==> src/rtl/ahb_slave_pkt_buf.sv <==
//------------------------------------------------------------------------------
// ahb_slave_pkt_buf
//
// AHB-Lite slave front-end for the AHB-to-APB bridge. Accepts single AHB
// transfers, turns them into {write, data, addr} packets for the bridge and
// returns read data. Writes pass through a small FIFO. Reads wait until that
// FIFO has drained, so the bridge sees packets in bus order.
//
// Build option:
//   AHB_SLV_WRITE_POST_EN  defined   : posted writes. A write completes with
//                                      zero wait states while the FIFO has
//                                      room. A bridge error on a write sets
//                                      the sticky Wr_Err flag.
//                          undefined : non-posted writes. Each write holds
//                                      HREADYOUT low until its own packet has
//                                      been taken. A bridge error gives a
//                                      two-cycle AHB ERROR response.
//
// Parameters:
//   ADDR_W      address width (HADDR, packet addr field)
//   DATA_W      data width (HWDATA/HRDATA, packet data field)
//   WBUF_DEPTH  write FIFO entries, power of 2, >= 2
//
// Ports:
//   HCLK, RESET         clock, synchronous active-high reset
//   HSEL, HADDR, HWRITE, HTRANS, HREADY   AHB address phase
//   HWDATA              AHB write data (data phase)
//   HRDATA, HREADYOUT, HRESP              AHB slave response
//   Packet_Out, H_Valid, Bridge_Ready     packet handshake to the bridge
//   Bridge_Rd_Data, Bridge_Rd_Valid       read return from the bridge
//   Bridge_Err          bridge error qualifier
//   Wr_Err              sticky posted-write error
//   dbg_state           current FSM state encoding
//
// Packet handshake: Packet_Out is meaningful while H_Valid is high. A
// transfer happens on any rising edge where H_Valid && Bridge_Ready. While
// H_Valid is high and Bridge_Ready is low, Packet_Out and H_Valid hold steady.
//------------------------------------------------------------------------------
module ahb_slave_pkt_buf #(
    parameter int ADDR_W     = 8,
    parameter int DATA_W     = 32,
    parameter int WBUF_DEPTH = 4
) (
    input  logic                   HCLK,
    input  logic                   RESET,
    input  logic                   HSEL,
    input  logic [ADDR_W-1:0]      HADDR,
    input  logic                   HWRITE,
    input  logic [1:0]             HTRANS,
    input  logic                   HREADY,
    input  logic [DATA_W-1:0]      HWDATA,
    output logic [DATA_W-1:0]      HRDATA,
    output logic                   HREADYOUT,
    output logic                   HRESP,
    output logic [DATA_W+ADDR_W:0] Packet_Out,
    output logic                   H_Valid,
    input  logic                   Bridge_Ready,
    input  logic [DATA_W-1:0]      Bridge_Rd_Data,
    input  logic                   Bridge_Rd_Valid,
    input  logic                   Bridge_Err,
    output logic                   Wr_Err,
    output logic [2:0]             dbg_state
);

    localparam int PKT_W = 1 + DATA_W + ADDR_W;
    localparam int PTR_W = $clog2(WBUF_DEPTH);

    typedef enum logic [2:0] {
        ST_IDLE     = 3'd0,
        ST_WDATA    = 3'd1,
        ST_RD_ISSUE = 3'd2,
        ST_RD_WAIT  = 3'd3,
        ST_ERR1     = 3'd4,
        ST_ERR2     = 3'd5
    } state_t;

    state_t             state;
    state_t             nxt_accept;
    logic [ADDR_W-1:0]  addr_reg;
    logic [PKT_W-1:0]   fifo_mem [WBUF_DEPTH];
    logic [PTR_W:0]     wr_ptr;
    logic [PTR_W:0]     rd_ptr;
    logic               fifo_empty;
    logic               fifo_full;
    logic               push;
    logic               pop;
    logic               rd_vld;     // read request packet on Packet_Out
    logic               hready_int;
    logic               accept;
    logic               unused_htrans0;
`ifndef AHB_SLV_WRITE_POST_EN
    logic               wr_sent;    // this write's packet is already queued
`endif

    // SEQ vs NONSEQ makes no difference to a single-transfer slave.
    assign unused_htrans0 = HTRANS[0];

    // Pointers carry one extra wrap bit: equal means empty, equal except
    // the wrap bit means full.
    assign fifo_empty = (wr_ptr == rd_ptr);
    assign fifo_full  = (wr_ptr[PTR_W] != rd_ptr[PTR_W]) &&
                        (wr_ptr[PTR_W-1:0] == rd_ptr[PTR_W-1:0]);

    // rd_vld is only set while the FIFO is empty, so the two packet sources
    // never compete for the output.
    assign pop        = !fifo_empty && Bridge_Ready;
    assign H_Valid    = !fifo_empty || rd_vld;
    assign Packet_Out = rd_vld     ? {1'b0, {DATA_W{1'b0}}, addr_reg} :
                        fifo_empty ? '0 : fifo_mem[rd_ptr[PTR_W-1:0]];

`ifdef AHB_SLV_WRITE_POST_EN
    // A full FIFO can still take the write in a cycle where the head leaves.
    assign push = (state == ST_WDATA) && (!fifo_full || pop);
`else
    assign push = (state == ST_WDATA) && !wr_sent && !fifo_full;
`endif

    always_comb begin
        hready_int = 1'b1;
        case (state)
`ifdef AHB_SLV_WRITE_POST_EN
            ST_WDATA:    hready_int = !fifo_full || pop;
`else
            ST_WDATA:    hready_int = 1'b0;
`endif
            ST_RD_ISSUE: hready_int = 1'b0;
            ST_RD_WAIT:  hready_int = 1'b0;
            ST_ERR1:     hready_int = 1'b0;
            default:     hready_int = 1'b1;
        endcase
    end

    assign HREADYOUT = hready_int;
    assign HRESP     = (state == ST_ERR1) || (state == ST_ERR2);
    assign dbg_state = state;

    assign accept = HSEL && HTRANS[1] && HREADY && hready_int;

    // Next state for any cycle that closes a data phase with HREADYOUT=1.
    always_comb begin
        nxt_accept = ST_IDLE;
        if (accept) begin
            nxt_accept = HWRITE ? ST_WDATA : ST_RD_ISSUE;
        end
    end

    // FIFO storage. It is not reset because the pointers define its content.
    always_ff @(posedge HCLK) begin
        if (push) begin
            fifo_mem[wr_ptr[PTR_W-1:0]] <= {1'b1, HWDATA, addr_reg};
        end
    end

    always_ff @(posedge HCLK) begin
        if (RESET) begin
            state    <= ST_IDLE;
            addr_reg <= '0;
            wr_ptr   <= '0;
            rd_ptr   <= '0;
            rd_vld   <= 1'b0;
            HRDATA   <= '0;
`ifdef AHB_SLV_WRITE_POST_EN
            Wr_Err   <= 1'b0;
`else
            wr_sent  <= 1'b0;
`endif
        end else begin
            if (push) begin
                wr_ptr <= wr_ptr + 1'b1;
            end
            if (pop) begin
                rd_ptr <= rd_ptr + 1'b1;
            end
            if (accept) begin
                addr_reg <= HADDR;
            end
`ifdef AHB_SLV_WRITE_POST_EN
            // Every FIFO entry is a write, so a pop is a write handshake.
            if (pop && Bridge_Err) begin
                Wr_Err <= 1'b1;
            end
`endif

            case (state)
                ST_IDLE: begin
                    state <= nxt_accept;
                end

                ST_WDATA: begin
`ifdef AHB_SLV_WRITE_POST_EN
                    if (hready_int) begin
                        state <= nxt_accept;
                    end
`else
                    if (!wr_sent) begin
                        if (push) begin
                            wr_sent <= 1'b1;
                        end
                    end else if (pop) begin
                        wr_sent <= 1'b0;
                        state   <= Bridge_Err ? ST_ERR1 : ST_IDLE;
                    end
`endif
                end

                ST_RD_ISSUE: begin
                    if (!rd_vld) begin
                        // Older writes must leave first.
                        if (fifo_empty) begin
                            rd_vld <= 1'b1;
                        end
                    end else if (Bridge_Ready) begin
                        rd_vld <= 1'b0;
                        state  <= ST_RD_WAIT;
                    end
                end

                ST_RD_WAIT: begin
                    if (Bridge_Rd_Valid) begin
                        if (Bridge_Err) begin
                            state <= ST_ERR1;
                        end else begin
                            HRDATA <= Bridge_Rd_Data;
                            state  <= ST_IDLE;
                        end
                    end
                end

                ST_ERR1: begin
                    state <= ST_ERR2;
                end

                ST_ERR2: begin
                    state <= nxt_accept;
                end

                default: begin
                    state <= ST_IDLE;
                end
            endcase
        end
    end

`ifndef AHB_SLV_WRITE_POST_EN
    assign Wr_Err = 1'b0;
`endif

endmodule

==> config.mk <==
export PLATFORM = sky130hd
export DESIGN_NAME = ahb_slave_pkt_buf
export DESIGN_NICKNAME = d
export VERILOG_FILES = /design/src/rtl/ahb_slave_pkt_buf.sv
export SDC_FILE = /design/constraint.sdc
export NUM_CORES = 1
export LEC_CHECK = 0
export CAP_MARGIN = 20
export CELL_PAD_IN_SITES_DETAIL_PLACEMENT = 2
export CELL_PAD_IN_SITES_GLOBAL_PLACEMENT = 2
export CORE_AREA = 2 2 156 158
export DETAILED_ROUTE_END_ITERATION = 16
export DIE_AREA = 0 0 158 160
export PLACE_DENSITY_LB_ADDON = 0.05
export SLEW_MARGIN = 30
export SYNTH_ARGS = -nofsm -noshare
export SYNTH_HDL_FRONTEND = slang
export SYNTH_SLANG_ARGS = --single-unit
==> constraint.sdc <==
create_clock -name HCLK -period 3.7 [get_ports HCLK]
set_clock_uncertainty 0.15 [all_clocks]
set_input_delay 0.925 -clock HCLK [delete_from_list [all_inputs] [get_ports HCLK]]
set_output_delay 0.925 -clock HCLK [all_outputs]
set_load 0.01 [all_outputs]
# Word level (Yosys, flattened, before mapping)
# Memories as Yosys holds them, arrays and structs flattened. A register that Yosys moved wholly into a read port is not among the register bits.
# Index checks and enable logic that the tools add are counted.
[word_totals] elab_cells=62 ram_bits=160 input_bits=82 output_inout_bits=80 regBits=51 n_memories=1
[classes] bitwise_logic=1 eq_ne=13 reduce_logical=17 muxes=21 add_sub_neg=2
[mem_list] name="fifo_mem" words=4 width=40 rd=1 rd_clocked_by_memory_dff=1 wr=1 line="80" text="logic [PKT_W-1:0] fifo_mem [WBUF_DEPTH];"
[ops] op="two-way mux 41 bit" count=2
[ops] op="two-way mux 3 bit" count=6
[ops] op="one-hot mux 3 bit (5 select lines)" count=1
[ops] op="!= test 2 bit (second input constant)" count=5
[ops] op="two-way mux 1 bit" count=8
[ops] op="two-way mux 2 bit" count=4
[ops] op="logical AND 1 bit" count=7
[ops] op="adder 3 x 1 -> 3 bit (second input constant)" count=2
[ops] op="equality test 3 x 2 -> 1 bit (second input constant)" count=2
[ops] op="equality test 3 bit (second input constant)" count=2
[ops] op="AND reduction 5 bit" count=1
[ops] op="OR reduction 4 bit" count=1
[ops] op="equality test 3 x 1 -> 1 bit (second input constant)" count=1
[ops] op="equality test 3 bit" count=1
[ops] op="logical NOT 1 bit" count=3
[ops] op="logical NOT 3 bit" count=1
[ops] op="AND reduction 3 bit" count=1
[ops] op="equality test 2 bit" count=1
[ops] op="logical OR 1 bit" count=2
[ops] op="OR reduction 2 bit" count=1
[ops] op="!= test 1 bit" count=1
[ops] op="NOT 1 bit" count=1

# Depth between registers and ports, before layout
[depth] word_depth=6 ltp_mapped=6

# Least setup slack after synthesis
# No wires, ideal clock.
[synth_timing] path_type="reg2reg" from="register state[0] (netlist: dbg_state[0])" to="memory fifo_mem[1][0] in the netlist's numbering, enable pin" arrival_time_ns=2.090 path_stages_with_launch=6 slack_ns=1.059 period_less_slack_ns=2.641 path_cell_list="dfxtp_1 buf_4 nor3b_2 o311a_1 buf_4 and2_1"
[synth_between] elab_chain_len=5
[synth_lines] item="start: declaration" line="77" text="state_t state;"
[synth_lines] item="start signal: assignment" line="186" text="state <= nxt_accept;"
[synth_lines] item="start signal: assignment" line="201" text="state <= Bridge_Err ? ST_ERR1 : ST_IDLE;"
[synth_lines] item="start signal: assignment" line="234" text="state <= nxt_accept;"
[synth_lines] item="equality test 3 x 1 -> 1 bit" line="115" text="assign push = (state == ST_WDATA) && !wr_sent && !fifo_full;"
[synth_lines] item="logical AND 1 bit (2 in series)" line="115"
[synth_lines] item="two-way mux 1 bit" line="149" text="if (push) begin"
[synth_lines] item="two-way mux 1 bit (not written as such)" line="150" text="fifo_mem[wr_ptr[PTR_W-1:0]] <= {1'b1, HWDATA, addr_reg};"
[synth_lines] item="end: declaration" line="80"
# No other way between the ends.

# Worst setup path in the final report
[layout_timing] from="register wr_ptr[2]" to="output Packet_Out[0]"
[layout_between] elab_chain_len=3
[layout_lines] item="start: declaration" line="81" text="logic [PTR_W:0] wr_ptr;"
[layout_lines] item="start signal: assignment" line="169" text="wr_ptr <= wr_ptr + 1'b1;"
[layout_lines] item="equality test 3 bit" line="100" text="assign fifo_empty = (wr_ptr == rd_ptr);"
[layout_lines] item="two-way mux 41 bit" line="109" text="fifo_empty ? '0 : fifo_mem[rd_ptr[PTR_W-1:0]];"
[layout_lines] item="two-way mux 41 bit" line="108" text="assign Packet_Out = rd_vld ? {1'b0, {DATA_W{1'b0}}, addr_reg} :"
[layout_lines] item="end: declaration" line="55" text="output logic [DATA_W+ADDR_W:0] Packet_Out,"
# No other way between the ends.

==> results.toml <==
[placement]
preCtsSetupSlack_ns = 0.377
post-dp-hpwl_um = 12700
place_inst = 998
port_buffers = 159
globalplace.congestion = 0.669

[yosys]
syn_area_sq_mm = 0.00839
synth-main-ff-cell = "edfxtp_1"
yosys-top-cells-area = "edfxtp_1 (57%), dfxtp_1 (13%), mux4_2 (11%)"
seq_area_frac_synth = 0.699
synth_top_area_cell = "edfxtp_1"
ys_types = 44
synth_seq_cells = 213
synth_edf_count = 160
synthCells = 535
synth_area_per_cell_sq_um = 15.7
synth_top_area_frac = 0.573
synth_nets = 622
ys_warn_count = 0
ys_async_sr_fraction = 0

[grt]
antenna_found_initial = 0
grt_pass1_vias = 5768
globalRouteOverflowTotal = 0
grt_first_pass_wirelength_um = 32100
grt_usage = 0.164
grt_max_degree = 41

[cts]
cts_sinks = 213
ctsHtreeMaxLevel = 1
clk_latency_ns = 0.50
cts_buffer_depth = 3
cts.clk_slew.worst_paths_ns = 0.06
cts_tree = "yes"
cts_buffers = 25
root_buffer = "clkbuf_16"

[power_and_ir_drop]
leakagePower_nw = 3.58
pwr_density_cell_mw_per_mm2 = 500
ir_drop_mv = 0.295

[route]
met3_length_um = 1210
drtIter0Drc = 218
routedWlPerCell_um = 19.5
routedLengthMet1_um = 8170
wl_um = 20400
vias = 4987
drtAntennaViolNets = 0
drc = 0
drtPass1Iterations = 4
avgViaCountPerCell = 4.77
route.met2.wl_um = 10700
dr.max_layer_used = "met4"

[floorplanning]
dieArea_sq_mm = 0.0253
initial_core_util = 0.352
core_area_sq_mm = 0.0238
num_rows = 57
io_pins = 162
die-width_um = 158
chipHeight_um = 160

[sta]
relSlewSlack = 0.500
layout_setup_ws_ns = 0.159
fmax_mhz = 282
rsz0062_at_grt = "no"
holdWs_ns = 0.308
setup_tns_ns = 0
setup_viol = 0
worst_pin_slew_ns = 0.750
post-route-period-util = 0.957
fin_crit_ns = 3.54
finalHoldViolCount = 0
finalMaxSlewViolations = 0

[worst_setup_path]
r2r-start = "dbg_state[0]"
reg2regPathDepth = 4
critPathArrivalTime_ns = 2.47
r2r_end = "fifo_mem[0][24]"
cp_data_required_time_ns = 2.62
worstPathMaxFanout = 9
rrSetupSlack_ns = 1.06
critPathKind = "flop to output port"
worst_setup_path_end_kind = "output port"
start_kind = "flop"

[layout]
largest_reg_flops = 160
finalNetCount = 790
nFillCells = 2342
layout-drive-gt1-share = 0.150
diodes = 0
fin_util = 0.466
final_cells = 1045
area_growth_pct = 32.2

[run_status]
status = "completed"

[worst_hold_path]
hp-start = "HRDATA[25]"
whs_path_depth = 2
hp-class = "flop to flop"
whs_endpoint = "HRDATA[25]"

[job]
drv_cap = 0
worst max path at each step:
stage,depth (start not counted),start,to
final,6,wr_ptr[2],Packet_Out[0]
after global routing,6,wr_ptr[2],Packet_Out[0]
after CTS,6,rd_ptr[2],Packet_Out[3]
after detailed placement,6,wr_ptr[1],Packet_Out[2]
after global placement,6,wr_ptr[1],Packet_Out[4]
after floorplan,5,dbg_state[0],fifo_mem[1][0]
area by class of cell:
class	count	area, sq um	share of cell area
clock inverters	9	70.1	0.00632
well taps	324	405	0.0365
inverters	8	30.0	0.00271
clock buffers	36	677	0.0610
multi-input cells	280	2300	0.207
repair buffers	175	1740	0.157
flip-flops and latches	213	5870	0.529
layer usage:
layer	track usage	vias up
li1	-	2321
met1	0.198	2525
met2	0.295	119
met3	0.0383	22
met4	0.0364	0
met5	0	-
repair_timing:
item	in CTS	in global routing
endpoints found under the hold margin	0	0
gates resized for setup	4	1
pin swaps	2	0
endpoints found under the setup margin	23	1
buffers inserted	2	0
hold buffers	0	0
cell families after synthesis:
logic type | synth area share
other cells | 0.000447
simple gates | 0.0904
mux | 0.119
flops | 0.699
compound gates | 0.0456
buf+inv | 0.0304
fa+ha+maj | 0.00746
xor+xnor | 0.00716
through the flow:
stage / cell area (sq um) / total power [mW]
6_report: 11100 / 5.54
5_1_grt: 11100 / 5.76
4_1_cts: 11100 / 5.63
3_5_place_dp: 10300 / 3.34
3_3_place_gp: 10300 / 3.33
2_1_floorplan: 8390 / 3.01
critical path, stage by stage (launching register included):
cell and delay, ns:
dfxtp_1 0.43, xor2_2 0.25, nor3_2 0.11, buf_4 0.18, nand2b_1 0.15, o21ai_0 0.25, clkdlybuf4s50_1 0.60
Yosys cell counts (2+ instances only):
cell,n
xnor2_1,2
o21ai_0,12
ha_1,5
inv_1,8
xor2_1,3
buf_2,15
nand2_1,75
mux2i_1,10
nand2b_1,11
a21oi_1,38
a22oi_1,2
mux4_2,40
nor2_1,17
buf_8,4
nor3_2,3
or3_1,2
buf_4,3
clkbuf_1,8
buf_6,3
nand3b_1,2
and2_1,37
edfxtp_1,160
a21oi_2,2
dfxtp_1,53
placed cells by master (no fill, tap or decap), drive strengths merged, types with 2 or more instances in the layout:
master / synthesis / routed
a21oi: 40 / 40
a22oi: 2 / 2
and2: 37 / 37
buf: 26 / 17
clkbuf: 8 / 36
clkdlybuf4s50: 0 / 158
clkinv: 0 / 7
dfxtp: 53 / 53
edfxtp: 160 / 160
ha: 5 / 5
inv: 8 / 9
mux2i: 10 / 10
mux4: 40 / 40
nand2: 75 / 75
nand2b: 11 / 11
nand3b: 2 / 2
nor2: 18 / 18
nor3: 3 / 3
nor3b: 2 / 2
o21ai: 12 / 12
o31ai: 2 / 2
or3: 3 / 3
xnor2: 2 / 2
xor2: 4 / 4
where the power goes:
group,internal [mW],leakage [nW],switching (mW)
combinational,0.370,1.32,0.276
clock,1.34,0.366,0.923
sequential,2.61,1.89,0.0321
No activity file was read; power rests on OpenSTA's default activity.
